--- src/rtl/i2c_target2202.sv ---
// I2C target: oversampled SCL/SDA, 7-bit address match, byte-wide rx/tx handshake, open-drain SDA.
// Optional general-call acceptance is enabled by defining I2C_TGT_GCALL_EN.
module i2c_target2202 #(
   parameter logic [6:0] ADDR = 7'h42
) (
   input  logic       i_cclk,
   input  logic       i_rstn,
   input  logic       i_scl,
   input  logic       i_sda,
   output logic       o_sda_oe,
   input  logic [7:0] i_txdata,
   output logic       o_tx_req,
   output logic [7:0] o_rxdata,
   output logic       o_rx_valid,
   output logic       o_rw,
   output logic       o_busy,
   output logic       o_gcall
);

`ifdef I2C_TGT_GCALL_EN
   localparam bit GCALL_EN = 1'b1;
`else
   localparam bit GCALL_EN = 1'b0;
`endif

   typedef enum logic [2:0] {
      S_IDLE, S_ADDR, S_AACK, S_WRX, S_WACK, S_RTX, S_RACK, S_IGNR
   } state_t;

   state_t     state;
   logic       scl_q1, scl_q2, scl_q3;
   logic       sda_q1, sda_q2, sda_q3;
   logic [2:0] cnt;
   logic [6:0] shreg;
   logic [7:0] txsh;
   logic       ack_phase;
   logic       tx_last;
   logic       rx_pend;

   // Synchronizers idle high so release from reset does not look like a bus condition
   always_ff @(posedge i_cclk or negedge i_rstn) begin
      if (!i_rstn) begin
         scl_q1 <= 1'b1;
         scl_q2 <= 1'b1;
         scl_q3 <= 1'b1;
         sda_q1 <= 1'b1;
         sda_q2 <= 1'b1;
         sda_q3 <= 1'b1;
      end else begin
         scl_q1 <= i_scl;
         scl_q2 <= scl_q1;
         scl_q3 <= scl_q2;
         sda_q1 <= i_sda;
         sda_q2 <= sda_q1;
         sda_q3 <= sda_q2;
      end
   end

   logic       scl_rise, scl_fall, start_det, stop_det;
   logic [7:0] sh_next;
   logic       addr_hit, gcall_hit;

   assign scl_rise  = scl_q2 & ~scl_q3;
   assign scl_fall  = ~scl_q2 & scl_q3;
   assign start_det = scl_q2 & sda_q3 & ~sda_q2;
   assign stop_det  = scl_q2 & ~sda_q3 & sda_q2;
   assign sh_next   = {shreg, sda_q2};
   assign addr_hit  = (sh_next[7:1] == ADDR);
   assign gcall_hit = GCALL_EN && (sh_next == 8'h00);

   always_ff @(posedge i_cclk or negedge i_rstn) begin
      if (!i_rstn) begin
         state      <= S_IDLE;
         cnt        <= 3'd0;
         shreg      <= 7'h00;
         txsh       <= 8'h00;
         ack_phase  <= 1'b0;
         tx_last    <= 1'b0;
         rx_pend    <= 1'b0;
         o_sda_oe   <= 1'b0;
         o_tx_req   <= 1'b0;
         o_rxdata   <= 8'h00;
         o_rx_valid <= 1'b0;
         o_rw       <= 1'b0;
         o_busy     <= 1'b0;
         o_gcall    <= 1'b0;
      end else begin
         o_tx_req   <= 1'b0;
         o_rx_valid <= rx_pend;
         rx_pend    <= 1'b0;
         if (start_det) begin
            state    <= S_ADDR;
            cnt      <= 3'd7;
            o_sda_oe <= 1'b0;
            o_busy   <= 1'b0;
            o_gcall  <= 1'b0;
         end else if (stop_det) begin
            state    <= S_IDLE;
            o_sda_oe <= 1'b0;
            o_busy   <= 1'b0;
            o_gcall  <= 1'b0;
         end else begin
            case (state)
               S_ADDR: if (scl_rise) begin
                  shreg <= sh_next[6:0];
                  cnt   <= cnt - 3'd1;
                  if (cnt == 3'd0) begin
                     ack_phase <= 1'b0;
                     if (addr_hit) begin
                        o_rw   <= sh_next[0];
                        o_busy <= 1'b1;
                        state  <= S_AACK;
                     end else if (gcall_hit) begin
                        o_rw    <= 1'b0;
                        o_busy  <= 1'b1;
                        o_gcall <= 1'b1;
                        state   <= S_AACK;
                     end else begin
                        state <= S_IGNR;
                     end
                  end
               end
               S_AACK: if (scl_fall) begin
                  if (!ack_phase) begin
                     o_sda_oe  <= 1'b1;
                     ack_phase <= 1'b1;
                     if (o_rw) begin
                        o_tx_req <= 1'b1;
                        txsh     <= i_txdata;
                     end
                  end else if (!o_rw) begin
                     o_sda_oe <= 1'b0;
                     cnt      <= 3'd7;
                     state    <= S_WRX;
                  end else begin
                     // The fall ending the ACK clock already carries the MSB
                     o_sda_oe <= ~txsh[7];
                     txsh     <= {txsh[6:0], 1'b0};
                     cnt      <= 3'd6;
                     tx_last  <= 1'b0;
                     state    <= S_RTX;
                  end
               end
               S_WRX: if (scl_rise) begin
                  shreg <= sh_next[6:0];
                  cnt   <= cnt - 3'd1;
                  if (cnt == 3'd0) begin
                     o_rxdata  <= sh_next;
                     rx_pend   <= 1'b1;
                     ack_phase <= 1'b0;
                     state     <= S_WACK;
                  end
               end
               S_WACK: if (scl_fall) begin
                  if (!ack_phase) begin
                     o_sda_oe  <= 1'b1;
                     ack_phase <= 1'b1;
                  end else begin
                     o_sda_oe <= 1'b0;
                     cnt      <= 3'd7;
                     state    <= S_WRX;
                  end
               end
               S_RTX: if (scl_fall) begin
                  if (tx_last) begin
                     o_sda_oe <= 1'b0;
                     state    <= S_RACK;
                  end else begin
                     o_sda_oe <= ~txsh[7];
                     txsh     <= {txsh[6:0], 1'b0};
                     cnt      <= cnt - 3'd1;
                     tx_last  <= (cnt == 3'd0);
                  end
               end
               S_RACK: if (scl_rise) begin
                  if (!sda_q2) begin
                     o_tx_req <= 1'b1;
                     txsh     <= i_txdata;
                     cnt      <= 3'd7;
                     tx_last  <= 1'b0;
                     state    <= S_RTX;
                  end else begin
                     o_busy <= 1'b0;
                     state  <= S_IGNR;
                  end
               end
               S_IGNR:  o_sda_oe <= 1'b0;
               default: state <= S_IDLE;
            endcase
         end
      end
   end

endmodule

--- config.mk ---
export PLATFORM = sky130hd
export DESIGN_NAME = i2c_target2202
export DESIGN_NICKNAME = d
export VERILOG_FILES = /design/src/rtl/i2c_target2202.sv
export SDC_FILE = /design/constraint.sdc
export NUM_CORES = 1
export LEC_CHECK = 0
export ABC_AREA = 1
export CAP_MARGIN = 20
export CORE_MARGIN = 2
export CORE_UTILIZATION = 40
export CTS_BUF_LIST = sky130_fd_sc_hd__clkbuf_8
export CTS_CLUSTER_SIZE = 28
export DETAILED_ROUTE_END_ITERATION = 16
export PLACE_DENSITY = 0.7
export SLEW_MARGIN = 20
export SYNTH_ARGS = -nofsm -noshare
export SYNTH_HDL_FRONTEND = slang
export SYNTH_SLANG_ARGS = --single-unit
--- constraint.sdc ---
create_clock -name i_cclk -period 2.8 [get_ports i_cclk]
set_input_delay 0.28 -clock i_cclk [delete_from_list [all_inputs] [get_ports i_cclk]]
set_output_delay 0.28 -clock i_cclk [all_outputs]
set_load 0.005 [all_outputs]
==> impl_metrics.xml <==
<?xml version="1.0" encoding="UTF-8"?>
<metrics>
  <group name="yosys">
    <metric name="synth_warn" unit="">0</metric>
    <metric name="yosys.cell_types.count" unit="">36</metric>
    <metric name="synth.net_count" unit="">328</metric>
    <metric name="netlist_top_cells_area" unit="">sky130_fd_sc_hd__dfrtp_1 (37%), sky130_fd_sc_hd__nand2_1 (13%), sky130_fd_sc_hd__dfstp_2 (6.2%)</metric>
    <metric name="synth.top_cells.by_count" unit="">sky130_fd_sc_hd__nand2_1 (87), sky130_fd_sc_hd__dfrtp_1 (37), sky130_fd_sc_hd__inv_1 (31), sky130_fd_sc_hd__nand3_1 (28), sky130_fd_sc_hd__o21ai_0 (28)</metric>
    <metric name="synth_async_sr_flop_share" unit="">1.00</metric>
    <metric name="post_synth_instance_area" unit="um2">2540</metric>
    <metric name="most_repeated_cell_in_the_gate_level_netlist_after_synthesis" unit="">sky130_fd_sc_hd__nand2_1</metric>
    <metric name="synth_flop_cell" unit="">sky130_fd_sc_hd__dfrtp_1</metric>
    <metric name="largest_area_contributor_in_the_synthesized_netlist" unit="">sky130_fd_sc_hd__dfrtp_1</metric>
    <metric name="flip_flop_and_latch_count_after_synthesis" unit="">43</metric>
    <metric name="post-synth-top-area-fraction" unit="">0.365</metric>
    <metric name="synth.yosys.seq_area_share" unit="">0.427</metric>
    <metric name="synth.avg_cell_area" unit="um2">8.08</metric>
    <metric name="synth_enable_flop_cells" unit="">0</metric>
    <metric name="post_synth_inst_count" unit="">314</metric>
  </group>
  <group name="setup_path">
    <metric name="setup.worst_path.start_class" unit="">flip-flop</metric>
    <metric name="wp_data_arrival" unit="ns">2.12</metric>
    <metric name="crit_type" unit="">flip-flop to flip-flop</metric>
    <metric name="endpoint_of_the_most_critical_register_to_register_path" unit="">txsh[3]</metric>
    <metric name="r2r_cells" unit="">7</metric>
    <metric name="path_max_fanout" unit="">14</metric>
    <metric name="r2r_start" unit="">state[0]</metric>
    <metric name="timing.critical_path.to" unit="">txsh[3]</metric>
    <metric name="cp-end-kind" unit="">flip-flop</metric>
    <metric name="crit_start" unit="">state[0]</metric>
    <metric name="timing.reg2reg.setup_slack" unit="ns">0.88</metric>
    <metric name="critical_path_required" unit="ns">3.00</metric>
  </group>
  <group name="floorplan">
    <metric name="die_h" unit="um">83.6</metric>
    <metric name="design.die.area" unit="um2">6990</metric>
    <metric name="die_w" unit="um">83.6</metric>
    <metric name="placementRows" unit="">29</metric>
    <metric name="io_count" unit="">26</metric>
    <metric name="initial_utilization" unit="">0.406</metric>
    <metric name="core_region_area" unit="um2">6240</metric>
  </group>
  <group name="clock_network">
    <metric name="cts-root-to-sink-buffers" unit="">2</metric>
    <metric name="clkSlewWorstSetupHoldPaths" unit="ns">0.09</metric>
    <metric name="cts_root_buffer" unit="">sky130_fd_sc_hd__clkbuf_8</metric>
    <metric name="tritoncts_clock_tree" unit="">built</metric>
    <metric name="cts_resized" unit="">0</metric>
    <metric name="cts_hold_buf" unit="">0</metric>
    <metric name="cts.sinks" unit="">43</metric>
    <metric name="cts_setup_buffers" unit="">0</metric>
    <metric name="clock_tree.htree_level_count" unit="">2</metric>
    <metric name="worst_skew_pair.late_latency" unit="ns">0.31</metric>
    <metric name="cts_buffers" unit="">5</metric>
  </group>
  <group name="global_routing">
    <metric name="grt_use_total" unit="">0.164</metric>
    <metric name="antenna_found_initial" unit="">0</metric>
    <metric name="grt_overflow_total" unit="">0</metric>
    <metric name="pin_count_of_the_biggest_net_entering_global_routing" unit="">44</metric>
    <metric name="grt_pass1_wl" unit="um">9270</metric>
    <metric name="grt_pass1_vias" unit="">1940</metric>
  </group>
  <group name="timing">
    <metric name="max_clock_freq" unit="MHz">522</metric>
    <metric name="max_slew.worst_pin.slew" unit="ns">0.935</metric>
    <metric name="clock_skew" unit="ns">0.0162</metric>
    <metric name="timing.final.ws_setup" unit="ns">0.883</metric>
    <metric name="setup_total_negative_slack" unit="ns">0</metric>
    <metric name="timing.max_slew.rel_slack" unit="">0.376</metric>
    <metric name="finalMaxSlewViolations" unit="">0</metric>
    <metric name="rsz0062_at_grt" unit="">no</metric>
    <metric name="finalCritPeriodShare" unit="">0.684</metric>
    <metric name="layout_min_cycle_time" unit="ns">1.92</metric>
    <metric name="timing_hold_violations_final" unit="">0</metric>
    <metric name="finalSetupViolations" unit="">0</metric>
  </group>
  <group name="placement">
    <metric name="preCtsSetupSlack" unit="ns">0.889</metric>
    <metric name="detailed_place_hpwl" unit="um">3970</metric>
    <metric name="gp_routability_congestion" unit="">0.911</metric>
    <metric name="place.port_buffers" unit="">24</metric>
    <metric name="inst_count_dp" unit="">407</metric>
  </group>
  <group name="finish">
    <metric name="insertedDiodeCount" unit="">0</metric>
    <metric name="final_cells" unit="">415</metric>
    <metric name="layout-drive-gt1-share" unit="">0.163</metric>
    <metric name="finish.net_count" unit="">351</metric>
    <metric name="area_growth" unit="%">13.6</metric>
  </group>
  <group name="routing">
    <metric name="post-route-drc-count" unit="">0</metric>
    <metric name="route.detailed.vias_per_inst" unit="">4.95</metric>
    <metric name="dr_total_vias" unit="">2053</metric>
    <metric name="dr.first_iter.drc_count" unit="">144</metric>
    <metric name="drtAntennaViolNets" unit="">0</metric>
    <metric name="avgRoutedWirePerCell" unit="um">12.7</metric>
    <metric name="finalWirelength" unit="um">5290</metric>
    <metric name="detailedRoute.firstPassIterationCount" unit="">4</metric>
  </group>
  <group name="min_path">
    <metric name="min_path_type" unit="">primary input to asynchronous set/reset pin</metric>
  </group>
  <group name="pwr">
    <metric name="static-leakage-power" unit="nW">1.37</metric>
    <metric name="peakVddDrop" unit="mV">0.372</metric>
    <metric name="pwr_cell_area" unit="nW/um2">870</metric>
  </group>
  <group name="run_status">
    <metric name="outcome" unit="">complete, no violations</metric>
  </group>
  <group name="flow_run">
    <metric name="cap_violations" unit="">0</metric>
  </group>
</metrics>
-- area by class of cell --
| cell class | instances | area [um2] |
|---|---|---|
| multi-input combinational | 226 | 1230 |
| sequential | 43 | 1080 |
| clock inverter | 2 | 12.5 |
| tap | 77 | 96.3 |
| fill | 645 | 3360 |
| timing repair buffer | 24 | 235 |
| inverter | 37 | 144 |
| clock buffer | 6 | 82.6 |
-- per-stage QoR --
step                area, um2  total power, mW   util  hold WS, ns
finish                   2880             2.51  0.462        0.112
global route             2880             2.75  0.462        0.197
CTS                      2880             2.52  0.462        0.152
detailed placement       2790             2.10  0.446        0.342
global placement         2790             2.08  0.446        0.332
floorplan                2540             1.85      -      -0.0156
-- layer usage --
metal	vias up	GRT usage	routed length, um
met1	914	0.229	2490
met4	0	0.0528	119
met5	-	0	0
met2	69	0.253	2380
met3	9	0.0366	295
li1	1061	-	-
-- cells by family (layout without fill, tap and decap cells) --
| group | after synthesis | after routing | share of synthesized area |
|---|---|---|---|
| AO/OA/AOI/OAI | 52 | 52 | 0.131 |
| buffers and inverters | 45 | 69 | 0.0888 |
| XOR/XNOR | 1 | 1 | 0.00345 |
| adder cells (fa/ha/maj) | 2 | 2 | 0.00987 |
| AND/OR/NAND/NOR | 170 | 170 | 0.338 |
| other | 1 | 1 | 0.00148 |
| flip-flops | 43 | 43 | 0.427 |
-- worst min path at each step --
stage	slack, ns	to	cells after the start
6_report	0.11	state[1]	1
5_1_grt	0.20	o_rxdata[3]	1
4_1_cts	0.15	state[1]	1
3_5_place_dp	0.34	o_rx_valid	0
3_3_place_gp	0.33	o_rx_valid	0
2_1_floorplan	-0.02	ack_phase	0
-- cells in the final DEF (no fill, tap or decap) --
cell type / netlist / layout
sky130_fd_sc_hd__a21oi_1: 5 / 5
sky130_fd_sc_hd__o31ai_1: 1 / 1
sky130_fd_sc_hd__conb_1: 1 / 1
sky130_fd_sc_hd__o22ai_1: 1 / 1
sky130_fd_sc_hd__a21oi_4: 1 / 1
sky130_fd_sc_hd__nand2_4: 2 / 2
sky130_fd_sc_hd__nor2_4: 5 / 5
sky130_fd_sc_hd__inv_1: 31 / 32
sky130_fd_sc_hd__nand2_2: 8 / 8
sky130_fd_sc_hd__inv_6: 1 / 2
sky130_fd_sc_hd__nand3b_1: 1 / 1
sky130_fd_sc_hd__a21oi_2: 1 / 1
sky130_fd_sc_hd__o211ai_1: 3 / 3
sky130_fd_sc_hd__nor2_1: 25 / 25
sky130_fd_sc_hd__nand3b_4: 1 / 1
sky130_fd_sc_hd__o21bai_4: 1 / 1
sky130_fd_sc_hd__xnor2_1: 1 / 1
sky130_fd_sc_hd__dfstp_2: 6 / 6
sky130_fd_sc_hd__o21bai_1: 1 / 1
sky130_fd_sc_hd__dfrtp_1: 37 / 37
sky130_fd_sc_hd__o21ai_0: 28 / 28
sky130_fd_sc_hd__nand3_4: 5 / 5
sky130_fd_sc_hd__buf_2: 1 / 1
sky130_fd_sc_hd__o21ai_1: 2 / 2
sky130_fd_sc_hd__nand3_2: 1 / 1
sky130_fd_sc_hd__ha_1: 2 / 2
sky130_fd_sc_hd__clkdlybuf4s50_1: 0 / 23
sky130_fd_sc_hd__nor2_2: 2 / 2
sky130_fd_sc_hd__o21ai_2: 8 / 8
sky130_fd_sc_hd__nor3_1: 1 / 1
sky130_fd_sc_hd__nand4_1: 4 / 4
sky130_fd_sc_hd__nand2_1: 87 / 87
sky130_fd_sc_hd__inv_2: 5 / 5
sky130_fd_sc_hd__nand3_1: 28 / 28
sky130_fd_sc_hd__clkbuf_8: 0 / 6
-- report_power, final --
group,switching (mW),total [mW],internal (mW)
clock,0.220,0.420,0.200
combinational,0.692,1.12,0.430
sequential,0.166,0.964,0.799
-- flip-flops by register name, summed over array words and instances, names as in the netlist --
name,flops
o_rxdata,8
rx_pend,1
o_busy,1
sda_q3,1
o_rx_valid,1
scl_q1,1
scl_q3,1
cnt,3
txsh,8
scl_q2,1
sda_q2,1
sda_q1,1
state,3
tx_last,1
o_tx_req,1
o_rw,1
o_sda_oe,1
shreg,7
ack_phase,1
-- critical path, stage by stage (launching register included) --
cell and delay, ns:
sky130_fd_sc_hd__dfrtp_1 0.61, sky130_fd_sc_hd__inv_1 0.18, sky130_fd_sc_hd__nand3_1 0.17, sky130_fd_sc_hd__inv_2 0.10, sky130_fd_sc_hd__a21oi_2 0.43, sky130_fd_sc_hd__nand2_1 0.10
sky130_fd_sc_hd__o21ai_0 0.14, sky130_fd_sc_hd__o21ai_2 0.09
(Power assumes the default switching activity.)
